$ cat src/rtl/ps2_keycode_ctrl.sv
// ps2_keycode_ctrl: set-2 scan-code sequencer feeding a first-word-fall-through key event FIFO
module ps2_keycode_ctrl #(
  parameter int DEPTH     = 8,
  parameter int TIMEOUT   = 100000,
  parameter int PAUSE_LEN = 7
) (
  input  logic       CLK,
  input  logic       RST,
  input  logic       CODE_VALID,
  input  logic [7:0] CODE,
  input  logic       CODE_ERR,
  input  logic       RD_EN,
  input  logic       CLR_OVF,
  output logic       EV_VALID,
  output logic [9:0] EV_DATA,
  output logic       OVF,
  output logic [7:0] ERR_CNT,
  output logic       BUSY
);
  localparam int AW = $clog2(DEPTH);
  localparam int TW = $clog2(TIMEOUT);
  localparam int PW = $clog2(PAUSE_LEN + 1);
  typedef enum logic [2:0] {IDLE, EXT, BRK, EXT_BRK, PAUSE} state_t;
  state_t state_q, state_d;
  logic [PW-1:0] pcnt_q, pcnt_d;
  logic [TW-1:0] tmo_q, tmo_d;
  logic [9:0] mem_q [DEPTH];
  logic [AW-1:0] wr_q, rd_q;
  logic [AW:0] cnt_q, cnt_d;
  logic ovf_q, ovf_d, busy_q;
  logic [7:0] err_q, err_d;
  logic push, pop, wr, drop, is_e0, is_f0, is_e1, is_pfx;
  logic [9:0] ev;
  always_comb begin
    is_e0 = CODE == 8'hE0;
    is_f0 = CODE == 8'hF0;
    is_e1 = CODE == 8'hE1;
    is_pfx = is_e0 || is_f0;
    state_d = state_q;
    pcnt_d = pcnt_q;
    push = 1'b0;
    ev = '0;
    tmo_d = (CODE_VALID || state_q == IDLE) ? '0 : tmo_q + 1'b1;
    err_d = (CODE_VALID && CODE_ERR && err_q != 8'hFF) ? err_q + 1'b1 : err_q;
    if (CODE_VALID && CODE_ERR) begin
      state_d = IDLE;
      pcnt_d = '0;
    end else if (CODE_VALID) begin
      unique case (state_q)
        IDLE: begin
          state_d = is_e0 ? EXT : is_f0 ? BRK : is_e1 ? PAUSE : IDLE;
          pcnt_d = is_e1 ? PW'(PAUSE_LEN) : pcnt_q;
          push = !(is_pfx || is_e1);
          ev = {2'b00, CODE};
        end
        EXT: begin
          state_d = is_f0 ? EXT_BRK : is_e0 ? EXT : IDLE;
          push = !is_pfx;
          ev = {2'b01, CODE};
        end
        BRK: begin
          state_d = IDLE;
          push = !is_pfx;
          ev = {2'b10, CODE};
        end
        EXT_BRK: begin
          state_d = IDLE;
          push = !is_pfx;
          ev = {2'b11, CODE};
        end
        PAUSE: begin
          pcnt_d = pcnt_q - 1'b1;
          state_d = pcnt_q == PW'(1) ? IDLE : PAUSE;
          push = pcnt_q == PW'(1);
          ev = {2'b01, 8'h77};
        end
        default: state_d = IDLE;
      endcase
    end else if (state_q != IDLE && tmo_q == TW'(TIMEOUT - 1)) begin
      state_d = IDLE;
      pcnt_d = '0;
      tmo_d = '0;
    end
    pop = RD_EN && cnt_q != '0;
    wr = push && (cnt_q != (AW+1)'(DEPTH) || pop);
    drop = push && !wr;
    cnt_d = cnt_q + (AW+1)'(wr) - (AW+1)'(pop);
    ovf_d = (ovf_q && !CLR_OVF) || drop;
  end
  always_ff @(posedge CLK) begin
    if (RST) begin
      state_q <= IDLE;
      pcnt_q <= '0;
      tmo_q <= '0;
      wr_q <= '0;
      rd_q <= '0;
      cnt_q <= '0;
      ovf_q <= 1'b0;
      err_q <= '0;
      busy_q <= 1'b0;
    end else begin
      if (wr) mem_q[wr_q] <= ev;
      state_q <= state_d;
      pcnt_q <= pcnt_d;
      tmo_q <= tmo_d;
      wr_q <= wr_q + AW'(wr);
      rd_q <= rd_q + AW'(pop);
      cnt_q <= cnt_d;
      ovf_q <= ovf_d;
      err_q <= err_d;
      busy_q <= state_d != IDLE;
    end
  end
  assign EV_VALID = cnt_q != '0;
  assign EV_DATA = EV_VALID ? mem_q[rd_q] : '0;
  assign OVF = ovf_q;
  assign ERR_CNT = err_q;
  assign BUSY = busy_q;
endmodule

$ cat config.mk
export PLATFORM = sky130hd
export DESIGN_NAME = ps2_keycode_ctrl
export DESIGN_NICKNAME = d
export VERILOG_FILES = /design/src/rtl/ps2_keycode_ctrl.sv
export SDC_FILE = /design/constraint.sdc
export NUM_CORES = 1
export LEC_CHECK = 0
export CORE_MARGIN = 4
export CORE_UTILIZATION = 40
export DETAILED_ROUTE_END_ITERATION = 10
export GPL_TIMING_DRIVEN = 0
export SLEW_MARGIN = 20
export SYNTH_ARGS = -nofsm -noshare
export SYNTH_HDL_FRONTEND = slang
export SYNTH_SLANG_ARGS = --single-unit
export TNS_END_PERCENT = 1
$ cat constraint.sdc
create_clock -name CLK -period 4.2 [get_ports CLK]
set_clock_uncertainty 0.05 [all_clocks]
set_input_delay 0.63 -clock CLK [delete_from_list [all_inputs] [get_ports CLK]]
set_output_delay 0.63 -clock CLK [all_outputs]
set_load 0.1 [all_outputs]
# Yosys cells after proc, flatten, opt, wreduce, memory -nomap -nowiden
# Memories as Yosys holds them, arrays and structs flattened. A register that Yosys moved wholly into a read port is not among the register bits.
# Index checks and enable logic that the tools add are counted.
# totals
reg_bits,43
mem_bits_rw,80
n_memories,1
input_bits,14
# mem_list
memory,depth,word_bits,read_ports,rd_clocked_by_memory_dff,wr,line,text
mem_q,8,10,1,1,1,27,logic [9:0] mem_q [DEPTH];
# classes
eq_ne,13
n_reduce_logical,24
muxes,29
add_sub_neg,7
# ops
operator,n
$mux 17,4
$pmux 10 s5,1
$mux 3,11
$mux 10,3
$eq 8x8->1 const B,3
$add 17x1->17 const B,1
$eq 17x17->1 const B,1
$pmux 3 s3,1
$add 8x1->8 const B,1
$ne 8x8->1 const B,1
$logic_and 1x1->1,7
$add 3x1->3,2
$eq 3x1->1 const B,2
$eq 3x2->1 const B,2
$mux 1,6
$pmux 3 s2,1
$reduce_bool 3->1,2
$logic_or 1x1->1,5
$add 4x1->4,1
$logic_not 1->1,4
$ne 4x4->1 const B,1
$reduce_bool 4->1,1
$sub 4x1->4,1
$eq 3x3->1 const B,1
other kinds (10),10

# Depth between registers and ports, before layout
# Gate-level depths: netlist of run 1.
# depth
depth_word,11
ltp_mapped,14
ltp_nobuf,13

# Least setup slack after synthesis of run 1
# No wires, ideal clock.
# synth_path
path_type,in2reg
from,in CODE[5]
to,"mem mem_q[0][0], enable pin"
path_slack_ns,1.036
path_buffers,1
arrival_ns,2.706
stages,6
setup_ns,0.407
t_required_ns,3.743
path_cell_list,nor4b_2 a41oi_1 a21oi_1 or3_1 buf_6 nor4b_1
# synth_via
elab_chain_len,11
word_cells_on_any_way,14
# synth_lines
element,line,text
"start, declared",10,"input logic [7:0] CODE,"
$eq 8x8->1 (on tied branches),"35, 36",
$logic_or 1x1->1,38,is_pfx = is_e0 || is_f0;
$logic_or 1x1->1,53,push = !(is_pfx || is_e1);
$logic_not 1->1,53,
$pmux 1 s3 *,49,unique case (state_q)
$mux 1 *,48,end else if (CODE_VALID) begin
$mux 1 *,45,if (CODE_VALID && CODE_ERR) begin
$logic_and 1x1->1 *,85,wr = push && (cnt_q != (AW+1)'(DEPTH) || pop);
$mux 1 *,102,if (wr) mem_q[wr_q] <= ev;
$mux 1 *,91,if (RST) begin
$mux 1 (implied by the code) *,102,
"end, declared",27,
# Every way passes the cells marked *; elsewhere a longest branch is shown, timed or not.

==> summary.md, run 1 <==
| Metric | Value |
|---|---|
| Vias/cell | `5.108` |
| Max-cap viol count | `0` |
| Initial antenna violation count | `0` |
| Hold buffers post-CTS | `0` |
| Cells after synthesis | `just under 400` |
| Drt pass-1 iters | `4` |
| Drc violations | `0` |
| Peak supply drop | `around 0.28 mV` |
| Sequential area share after synthesis | `approximately 62%` |
| Area grow syn2layout | `22.93%` |
| Outcome | `finished, final reports clean` |
| Post-DP Area | `around 5900 sq um` |
| Critical path class | `reg -> out` |
| HPWL Detailed | `around 7400 um` |
| Clock Sinks | `between 100 and 150` |
| First-pass GRT wire length | `~18000 um` |
| Ratio of final minimum period to clock period | `91.13%` |
| Mapped cell area | `between 5000 and 6000 sq um` |
| Post-Synthesis Net Count | `about 420` |
| Drt total wl | `10680 um` |
| CP required | `approximately 3500 ps` |
| Port bufs | `32` |
| RSZ-0062 raised after global routing | `false` |
| CP startpoint kind | `register` |
| Yosys reg bits | `~120` |
| TritonCTS clock tree | `done` |
| Vias in the first global route | `3358` |
| Die X | `122.9 um` |
| Clk_lat worst skew | `roughly 400 ps` |
| Finish-stage setup viols | `0` |
| Placer Congestion | `roughly 0.84` |
| H-tree Lvls | `4` |
| Total gr overflow | `0` |
| Final TNS setup | `0 ps` |
| Final Total Pwr | `3.910 mW` |
| Hold WS | `396.8 ps` |
| YS warnings | `0` |
| CTS root buf | `clkbuf_16` |
| Final number of hold-violating endpoints | `0` |
| Relative slew slack | `31.47%` |
| Max Freq | `between 0.2 and 0.3 GHz` |
| Core Area | `12770 sq um` |
| Row count | `about 40` |
| PD cells | `602.8 nW/um^2` |
| Fin crit period | `roughly 3800 ps` |
| Max Root-Sink Buffers | `2` |
| DIE HEIGHT | `122.9 um` |
| Initial core utilization | `41.31%` |
| Die footprint | `15090 sq um` |
| Avg Cell Area, Syn | `approximately 13 sq um` |
| FILL cells | `1103` |
| Final Cell Area | `around 6500 sq um` |
| HP Class | `reg -> reg` |
| Layout Nets | `482` |
| Post CTS Setup Buffer Count | `0` |
| Post-cts sizing count | `0` |
| Remaining antenna violation count | `0` |
| CP Capture Type | `output port` |
| Largest net degree at the start of global routing | `17` |
| Worst Path Max Fanout | `10` |
| Crit path arrival time | `3150 ps` |
| Layout cell share with drive strength beyond 1 | `15.67%` |
| Clk slew on worst S/H paths | `about 50 ps` |
| TritonCTS buffer count | `17` |
| Routed length per placed instance | `around 17 um` |
| Synth cell types | `44` |
| I/O pin total | `35` |
| Leak pwr | `approximately 2.2 nW` |
| Final slew viol count | `0` |
| Detailed router's first-iteration violation count | `slightly above 200` |
| Worst-margin pin slew | `1024 ps` |
| Total number of vias | `3259` |
| GRT Resource Usage Total | `around 16%` |
| Antenna cell count | `0` |
-- metrics by stage --
stage / std cells / util, % / worst slack [ps]
floorplan: 393 / - / 1036
global placement: 597 / 45.50 / -608.4
detailed placement: 606 / 46.29 / 625.4
CTS: 638 / 50.78 / 343.2
global route: 638 / 50.78 / 266.4
finish: 638 / 50.78 / 372.4
-- flip-flops by register name, summed over array words and instances (netlist names) --
name and count:
cnt_q 4, pcnt_q 3, ERR_CNT 8, OVF 1
tmo_q 17, mem_q 80, rd_q 3, wr_q 3
BUSY 1, state_q 3
-- cells by family after synthesis --
logic type | share of synthesized area (%)
adders and majority gates | 3.699
AOI/OAI and AO/OA | 3.936
xor gates and xnor gates | 3.486
DFF | 61.84
and+or+nand+nor | 13.56
buffers and inverters | 2.632
muxes | 10.84
-- where the power goes --
part,internal [mW],switching (mW)
logic,0.362,0.810
registers,1.32,0.0241
clock network,0.913,0.479
total,2.60,1.31
-- placed cells by master, fill, tap and decap left out, types with 5 or more instances in the layout --
cell / n
nor2_1: 57
a21oi_1: 12
xor2_1: 8
edfxtp_1: 80
dfxtp_1: 43
clkbuf_16: 17
nand3_1: 11
nor2b_1: 6
nor3_1: 9
mux2i_1: 11
clkbuf_1: 11
nand4_1: 5
xnor2_1: 13
mux4_2: 20
ha_1: 14
buf_2: 12
clkdlybuf4s50_1: 32
nand2_1: 12
inv_1: 18
and2_1: 6
or3_1: 7
o21ai_0: 7
-- worst paths after layout --
kind | from | end | slack, ps | depth (start not counted)
max | rd_q[1]$_SDFF_PP0_ | EV_DATA[6] | 370 | 5
min | tmo_q[0]$_SDFF_PP0_ | tmo_q[0]$_SDFF_PP0_ | 400 | 1
max reg2reg | state_q[1]$_SDFF_PP0_ | cnt_q[2]$_SDFF_PP0_ | 1440 | 11
min reg2reg | tmo_q[0]$_SDFF_PP0_ | tmo_q[0]$_SDFF_PP0_ | 400 | 1
-- Yosys cell counts (all sizes together) --
| cell | instances | area (sq um) |
|---|---|---|
| nor4b | 5 | 62.56 |
| nor4bb | 1 | 10.01 |
| nand2 | 12 | 45.04 |
| edfxtp | 80 | 2402 |
| buf | 8 | 45.04 |
| and2 | 6 | 37.54 |
| nor3 | 10 | 50.05 |
| a31o | 1 | 8.760 |
| nor2b | 6 | 37.54 |
| or3b | 1 | 8.760 |
| o211a | 1 | 10.01 |
| nor4 | 3 | 18.77 |
| nand3 | 11 | 55.05 |
| o31ai | 2 | 15.01 |
| and3 | 3 | 18.77 |
| and4 | 3 | 26.28 |
| and4b | 1 | 10.01 |
| a41oi | 1 | 8.760 |
| dfxtp | 43 | 860.8 |
| fa | 1 | 20.02 |
| and4bb | 1 | 12.51 |
| a21oi | 12 | 60.06 |
| or3 | 7 | 43.79 |
| xor2 | 8 | 70.07 |
| inv | 18 | 67.56 |
| a311o | 1 | 10.01 |
| o211ai | 1 | 7.510 |
| o21ai | 7 | 35.03 |
| nor2 | 57 | 214.0 |
| a21o | 2 | 15.01 |
| mux2i | 11 | 110.1 |
| nand2b | 3 | 18.77 |
| nand3b | 2 | 15.01 |
| clkbuf | 7 | 26.28 |
| a41o | 2 | 20.02 |
| mux2 | 1 | 11.26 |
| ha | 14 | 175.2 |
| mux4 | 20 | 450.4 |
| nand4 | 5 | 31.28 |
| a32oi | 2 | 17.52 |
| xnor2 | 13 | 113.9 |
-- worst max-delay path, stage by stage (launching register included) --
cell             delay [ps]
dfxtp_1                 340
clkbuf_1                630
mux4_2                  340
mux2i_1                  70
nor2_1                  190
clkdlybuf4s50_1        1160
-- layout make-up --
cell class	count	area, sq um	share of cell area [%]
sequential	123	3263	50.31
multi-input combinational	237	1916	29.53
clock buffer	24	481.7	7.427
timing repair buffer	41	380.4	5.864
tap	172	215.2	3.318
clock inverter	8	91.34	1.408
buffer	15	71.32	1.100
inverter	18	67.56	1.042
-- per-layer routing --
layer	GRT usage, %	up-vias	wire length [um]
met4	5.388	0	99
met3	4.470	10	449
met2	24.53	62	5178
met5	0	-	0
met1	21.08	1606	4950
li1	-	1581	-
No activity file was read; power rests on OpenSTA's default activity.
==> run 2, diff against run 1 <==
CORE_ASPECT_RATIO = 0.9   (was unset)
==> run 2 against run 1 <==
  * Combinational power hardly changed
  * Setup slack better by 36 ps
  * Sequential power hardly changed
  * Power is 2.1% lower
  * Sequential cell count stayed put
  * Clock-buffer cell count is 6 lower
  * Cell area is 0.87% lower
  * Clock power is 6% lower
  * Sequential share of layout area is 0.44 points higher
  * First-iteration DRC count is 25% higher
  * Die area hardly changed
  * Largest power group is now sequential cells
==> summary.md, run 2 (synthesis results as in run 1) <==
| Metric | Value |
|---|---|
| Outcome | `finished, final reports clean` |
| CTS root buf | `clkbuf_16` |
| Max-cap viol count | `0` |
| Hold buffers post-CTS | `0` |
| Most frequent cells in the layout | `edfxtp_1 (80), nor2_1 (57), dfxtp_1 (43)` |
| Critical path class | `reg -> out` |
| Max FFs per register | `80` |
| Initial core utilization | `about 41%` |
| Layout Nets | `around 480` |
| Placer Congestion | `approximately 0.82` |
| Post-DP Area | `roughly 5900 sq um` |
| Worst Path Max Fanout | `10` |
| CP startpoint kind | `register` |
| Clock Sinks | `roughly 120` |
| HPWL Detailed | `around 7300 um` |
| Port bufs | `32` |
| RSZ-0062 raised after global routing | `false` |
| TritonCTS buffer count | `17` |
| Drt pass-1 iters | `4` |
| Post CTS Setup Buffer Count | `0` |
| Die X | `roughly 130 um` |
| Final slew viol count | `0` |
| Area grow syn2layout | `21.86%` |
| First-pass GRT wire length | `17150 um` |
| Peak supply drop | `0.3099 mV` |
| Total gr overflow | `0` |
| Util after Layout | `between 50% and 60%` |
| Leak pwr | `~2.2 nW` |
| GRT Resource Usage Total | `15.20%` |
| Final Cell Area | `approximately 6400 sq um` |
| Final number of hold-violating endpoints | `0` |
| PD cells | `slightly below 600 nW/um^2` |
| Vias/cell | `5.182` |
| H-tree Lvls | `4` |
| Worst-margin pin slew | `roughly 1100 ps` |
| Remaining antenna violation count | `0` |
| Int Pwr | `around 2.5 mW` |
| Post-cts sizing count | `0` |
| Commonest non-fill, non-tap cell in the layout | `edfxtp_1` |
| Detailed router's first-iteration violation count | `about 260` |
| Initial antenna violation count | `0` |
| Drc violations | `0` |
| Sw Pwr | `between 1 and 1.5 mW` |
| Clk pwr share | `approximately 34%` |
| Total number of vias | `between 3000 and 4000` |
| Routed length per placed instance | `between 15 and 20 um` |
| CP Capture Type | `output port` |
| Finish-stage setup viols | `0` |
| Relative slew slack | `about a quarter` |
| FILL cells | `1151` |
| CP required | `around 3500 ps` |
| Max Root-Sink Buffers | `2` |
| Sequential share of power | `35.2%` |
| Switching part of the total power | `about a third` |
| Vias in the first global route | `between 3000 and 4000` |
| Core Area | `approximately 13000 sq um` |
| Drt total wl | `between 10000 and 15000 um` |
| TritonCTS clock tree | `done` |
| Clk slew on worst S/H paths | `50 ps` |
| Die footprint | `between 15000 and 20000 sq um` |
| HP Class | `reg -> reg` |
| DIE HEIGHT | `roughly 120 um` |
| Antenna cell count | `0` |
| Largest net degree at the start of global routing | `17` |
| Crit path arrival time | `3110 ps` |
| Ratio of final minimum period to clock period | `roughly nine tenths` |
| Most flops, register | `mem_q` |
| Combinational power share | `30.7%` |
| Row count | `39` |
| Max Freq | `approximately 0.26 GHz` |
| Fin crit period | `3791 ps` |
| Clk_lat worst skew | `around 400 ps` |
| Layout cell share with drive strength beyond 1 | `15.73%` |
| I/O pin total | `35` |
-- run 2: area by class of cell --
cell class | instances | area, sq um | share of cell area, %
clock inverters | 13 | 103.9 | 1.615
multi-input cells | 237 | 1916 | 29.79
repair buffers | 40 | 374.1 | 5.818
flip-flops and latches | 123 | 3263 | 50.75
inverters | 18 | 67.56 | 1.051
clock buffers | 18 | 429.2 | 6.674
well taps | 164 | 205.2 | 3.191
plain buffers | 15 | 71.32 | 1.109
-- run 2: path summary, 6_finish.rpt --
kind | startpoint | end | slack (ps) | depth (start not counted)
min reg2reg | tmo_q[0]$_SDFF_PP0_ | tmo_q[0]$_SDFF_PP0_ | 400 | 1
max | rd_q[1]$_SDFF_PP0_ | EV_DATA[4] | 410 | 5
min | tmo_q[0]$_SDFF_PP0_ | tmo_q[0]$_SDFF_PP0_ | 400 | 1
max reg2reg | state_q[1]$_SDFF_PP0_ | cnt_q[2]$_SDFF_PP0_ | 1420 | 11
-- run 2: metrics by stage --
stage / cells / hold WS [ps] / TNS, ps / setup slack [ps] / power [mW]
finish: 628 / 396.9 / 0 / 408.8 / 3.828
global route: 628 / 422.9 / 0 / 251.3 / 4.004
CTS: 628 / 397.9 / 0 / 355.7 / 3.871
detailed placement: 597 / 386.9 / 0 / 648.5 / 2.566
global placement: 589 / 381.9 / -14910 / -640.1 / 2.538
floorplan: 393 / 362.9 / 0 / 1036 / 2.284
-- run 2: routing by layer --
metal | share of wire (%) | wire length, um | vias to the layer above | global-route usage, %
li1 | - | - | 1580 | -
met1 | 48 | 4974 | 1594 | 20.70
met2 | 47 | 4908 | 65 | 23.83
met3 | 4.5 | 469 | 15 | 4.129
met4 | 1.1 | 111 | 0 | 5.038
met5 | 0 | 0 | - | 0
-- run 2: power groups by stage --
stage / logic (mW) / registers, mW / clock network (mW)
after floorplan: 0.907 / 1.38 / 0
after global placement: 1.17 / 1.37 / 0
after detailed placement: 1.20 / 1.37 / 0
after CTS: 1.20 / 1.35 / 1.33
after global routing: 1.26 / 1.35 / 1.39
final: 1.18 / 1.35 / 1.31
-- run 2: worst max-delay path, stage by stage (launching register included) --
cell	delay [ps]
dfxtp_1	350
clkbuf_1	600
mux4_2	350
mux2i_1	90
nor2_1	160
clkdlybuf4s50_1	1150
==> run 3, diff against run 2 <==
CTS_CLUSTER_SIZE = 25   (was unset)
==> results of run 3 <==
No change in the layout: final DEF, timing and power equal those of run 2.
